$ cat src/rtl/display_mux.sv
// Two-digit time-multiplexer for the shared seven-segment decoder.
// Holds the last two key codes and alternates the anodes with a blanking gap between digits.
module display_mux #(
    parameter int REFRESH_CYCLES = 24000,
    parameter int BLANK_CYCLES   = 240
) (
    input  logic       clk,
    input  logic       reset,
    input  logic       key_valid,
    input  logic [3:0] key_code,
    output logic [3:0] s,
    output logic       an0_n,
    output logic       an1_n,
    output logic [3:0] digit0,
    output logic [3:0] digit1
);

    // state  | meaning
    // SHOW0  | right digit (digit0) lit for REFRESH_CYCLES
    // BLANK0 | both anodes off for BLANK_CYCLES, s moves to digit1
    // SHOW1  | left digit (digit1) lit for REFRESH_CYCLES
    // BLANK1 | both anodes off for BLANK_CYCLES, s moves to digit0; reset state

    localparam int MAX_CYCLES = (REFRESH_CYCLES > BLANK_CYCLES) ? REFRESH_CYCLES : BLANK_CYCLES;
    localparam int CW         = $clog2(MAX_CYCLES + 1);
    localparam logic [CW-1:0] REFRESH_LAST = CW'(REFRESH_CYCLES - 1);
    localparam logic [CW-1:0] BLANK_LAST   = CW'(BLANK_CYCLES - 1);

    typedef enum logic [1:0] {
        SHOW0  = 2'd0,
        BLANK0 = 2'd1,
        SHOW1  = 2'd2,
        BLANK1 = 2'd3
    } state_t;

    state_t          state;
    logic [CW-1:0]   counter;
    logic            phase_done;
    logic            target;

    always_comb begin
        phase_done = 1'b0;
        if (state == SHOW0 || state == SHOW1)
            phase_done = (counter == REFRESH_LAST);
        else
            phase_done = (counter == BLANK_LAST);
    end

    // Selected digit switches at the start of each blank, so s settles before the anode opens.
    assign target = (state == BLANK0) || (state == SHOW1);

    always_ff @(posedge clk or posedge reset) begin
        if (reset) begin
            state   <= BLANK1;
            counter <= '0;
        end else if (phase_done) begin
            counter <= '0;
            unique case (state)
                SHOW0:   state <= BLANK0;
                BLANK0:  state <= SHOW1;
                SHOW1:   state <= BLANK1;
                BLANK1:  state <= SHOW0;
                default: state <= BLANK1;
            endcase
        end else begin
            counter <= counter + 1'b1;
        end
    end

    always_ff @(posedge clk or posedge reset) begin
        if (reset) begin
            digit0 <= 4'h0;
            digit1 <= 4'h0;
        end else if (key_valid) begin
            digit1 <= digit0;
            digit0 <= key_code;
        end
    end

    always_ff @(posedge clk or posedge reset) begin
        if (reset)
            s <= 4'h0;
        else
            s <= target ? digit1 : digit0;
    end

    // Reset term makes the anodes drop immediately, independent of the state register path.
    assign an0_n = reset | (state != SHOW0);
    assign an1_n = reset | (state != SHOW1);

endmodule

$ cat config.mk
export PLATFORM = sky130hd
export DESIGN_NAME = display_mux
export DESIGN_NICKNAME = d
export VERILOG_FILES = /design/src/rtl/display_mux.sv
export SDC_FILE = /design/constraint.sdc
export NUM_CORES = 1
export LEC_CHECK = 0
export CORE_MARGIN = 1.5
export CORE_UTILIZATION = 52
export CTS_CLUSTER_SIZE = 20
export DETAILED_ROUTE_END_ITERATION = 10
export PLACE_DENSITY = 0.75
export REMOVE_ABC_BUFFERS = 1
export SYNTH_ARGS = -nofsm -noshare
export SYNTH_HDL_FRONTEND = slang
export SYNTH_SLANG_ARGS = --single-unit
$ cat constraint.sdc
create_clock -name clk -period 1.8 [get_ports clk]
set_input_delay 0.36 -clock clk [delete_from_list [all_inputs] [get_ports clk]]
set_output_delay 0.36 -clock clk [all_outputs]
set_load 0.02 [all_outputs]
==> flow_summary.yaml <==
timing:
  worst_pin_slew_ns: 0.3759
  max_slew_margin: 0.7486
  period_minus_slack_ns: 1.707
  timing.final.crit_share: 0.9482
  whs_ns: 0.5027
  finalSetupViolations: 0
  maxSlewViolCount: 0
  fin_tns_setup_ns: 0
  finalHoldViolCount: 0
  rsz0062_at_grt: "false"
  timing.fmax_ghz: 0.5859
  finClkSkew_ns: 0.009814
logic_synthesis:
  synth_top_area_cell: "dfrtp_1"
  synthesis.instances: 114
  syn_area_um2: 1334
  synth_common_cells: "dfrtp_1, nor2_1, mux2_2"
  ys_seq_area_frac: 0.5460
  synth_edf_count: 0
  yosys_most_used_dff: "dfrtp_1"
  synth_top_area_share: 0.5066
  yosysUniqueCellTypes: 26
  async_flop_share: 1.000
  syn_area_per_cell_um2: 11.70
  synth.most_common_cell: "dfrtp_1"
  synthTopCellsByArea: "dfrtp_1, mux2_2, xor2_1, dfstp_2, nor2_1"
  synth-seq-cells: 29
  yosys_warnings: 0
cts:
  htreeDepth: 2
  postCtsSetupBuffers: 0
  clk_path_buf_depth: 2
  ctsRootBufferMaster: "clkbuf_4"
  cts_tree: "done"
  numCtsBuffers: 5
  clkLatencyLatePin_ns: 0.33
  cts_sinks: 29
  clk_pin_slew_ns: 0.08
grt:
  grt_start_max_net_pins: 30
  grt_antenna_before_repair: 0
  grt_remaining_overflow: 0
  grt_pass1_wl_mm: 4.326
  grt.total_usage: 0.2186
  grt_pass1_vias: 954
setup_path:
  cpPeakStageDelay_ns: 0.63
  crit_buf_inv: 1
  cp-start-kind: "flop"
  worstPathMaxFanout: 4
  critPathTopFamily: "buffers and inverters"
  crit_path_end_kind: "primary output"
  worstPathCellList: "clkdlybuf4s50_1"
  worstSetupPathType: "flop to primary output"
  critPathArrivalTime_ns: 1.35
  slowest_stage: "clkdlybuf4s50_1"
  required_ns: 1.44
placement:
  dp_hpwl_mm: 1.675
  placed_cells: 167
  portBuffers: 20
  gp_congestion: 0.8105
floorplanning:
  start_util: 0.5433
  die-area_um2: 2878
  die_h_um: 53.65
  pin_count: 21
  fp.dieW_um: 53.65
  design.core.area_um2: 2455
  rows: 18
pwr:
  p_leak_nw: 0.6962
  ir_drop_v: 0.0008255
  power_density_nw_per_um2: 794.3
cells_and_area:
  insertedDiodeCount: 0
  fin_cells: 175
  syn_to_final_growth_pct: 24.30
  nets: 155
  drive_gt1_frac: 0.2207
outcome:
  status: "complete, no violations"
drt:
  wl_per_cell_um: 13.43
  vias: 931
  via_per_inst: 5.320
  dr.first_iter.drc_count: 16
  drt_pass1_iterations: 4
  drcViolationCount: 0
  drtAntennaViolNets: 0
  drt-total-wl_mm: 2.350
run:
  cap_violations: 0
min_path:
  hold_class: "flop to flop"
-- flip-flops by register name (all words and copies together) (netlist names) --
name	cells
digit1	4
s	4
state	2
counter	15
digit0	4
-- metal layers --
| layer | GRT usage | routed length [um] |
|---|---|---|
| met1 | 0.2894 | 1123 |
| met2 | 0.3210 | 1068 |
| met3 | 0.09444 | 123 |
| met4 | 0.07692 | 34 |
| met5 | 0 | 0 |
-- final timing paths --
path                       startpoint         end  slack [ns]  depth (start not counted)
min in group asynchronous       reset  counter[6]        0.51                          3
hold reg to reg            counter[9]  counter[9]        0.50                          1
max in group asynchronous       reset    state[0]        0.99                          3
setup reg to reg           counter[1]  counter[3]        0.17                          6
setup / recovery            digit0[1]   digit0[1]        0.09                          1
hold / removal             counter[9]  counter[9]        0.50                          1
-- area by class of cell --
type	instances	area [um2]
Timing Repair Buffer	25	227.7
Fill cell	208	797.0
Tap cell	30	37.54
Sequential cell	29	728.2
Inverter	4	15.01
Clock buffer	7	65.06
Multi-Input combinational cell	79	579.3
Clock inverter	1	5.005
-- cell usage in the layout (no fill, tap or decap) --
cell type	instances
nor4_1	4
buf_2	2
nand4_1	2
nor3_4	1
clkdlybuf4s50_1	18
or3_4	1
nand3_1	8
a21oi_1	1
xor2_1	7
ha_1	4
nor2_1	14
o21a_1	1
xnor2_1	6
buf_4	5
inv_1	4
dfstp_2	2
nand4b_1	2
nor3_1	4
nand2_1	5
clkinv_2	1
and3_1	2
dfrtp_1	27
clkbuf_4	5
nor2b_1	1
mux2_1	1
clkbuf_8	2
mux2_2	12
mux2i_1	1
nand2_2	1
nor3b_1	1
-- power breakdown --
group	switching (mW)	internal, mW	total [mW]
registers	0.0203	0.683	0.703
clock network	0.217	0.226	0.443
logic	0.0800	0.0912	0.171
total	0.317	1.00	1.32
-- metrics by stage --
step | setup slack, ns | cell area [um2] | utilization | power, mW
after floorplan | -0.02842 | 1323 | - | 0.7952
after global placement | -0.1114 | 1598 | 0.6509 | 0.8861
after detailed placement | -0.1226 | 1598 | 0.6509 | 0.8891
after CTS | 0.06807 | 1658 | 0.6753 | 1.340
after global routing | 0.03451 | 1658 | 0.6753 | 1.385
final | 0.09327 | 1658 | 0.6753 | 1.317
-- kinds of logic (layout without fill, tap and decap cells) --
logic type | Yosys count | count (layout) | share of synthesized area
AO/OA/AOI/OAI | 2 | 2 | 0.009379
XOR/XNOR | 13 | 13 | 0.08537
adder cells (fa/ha/maj) | 4 | 4 | 0.03752
buffers and inverters | 6 | 37 | 0.01970
flip-flops | 29 | 29 | 0.5460
multiplexers | 14 | 14 | 0.1173
AND/OR/NAND/NOR | 46 | 46 | 0.1848
-- repair_timing --
item,CTS,global route
hold buffers,0,0
endpoints found under the setup margin,2,0
resized for setup,8,0
Note: power is estimated with default switching activity, not from simulation.
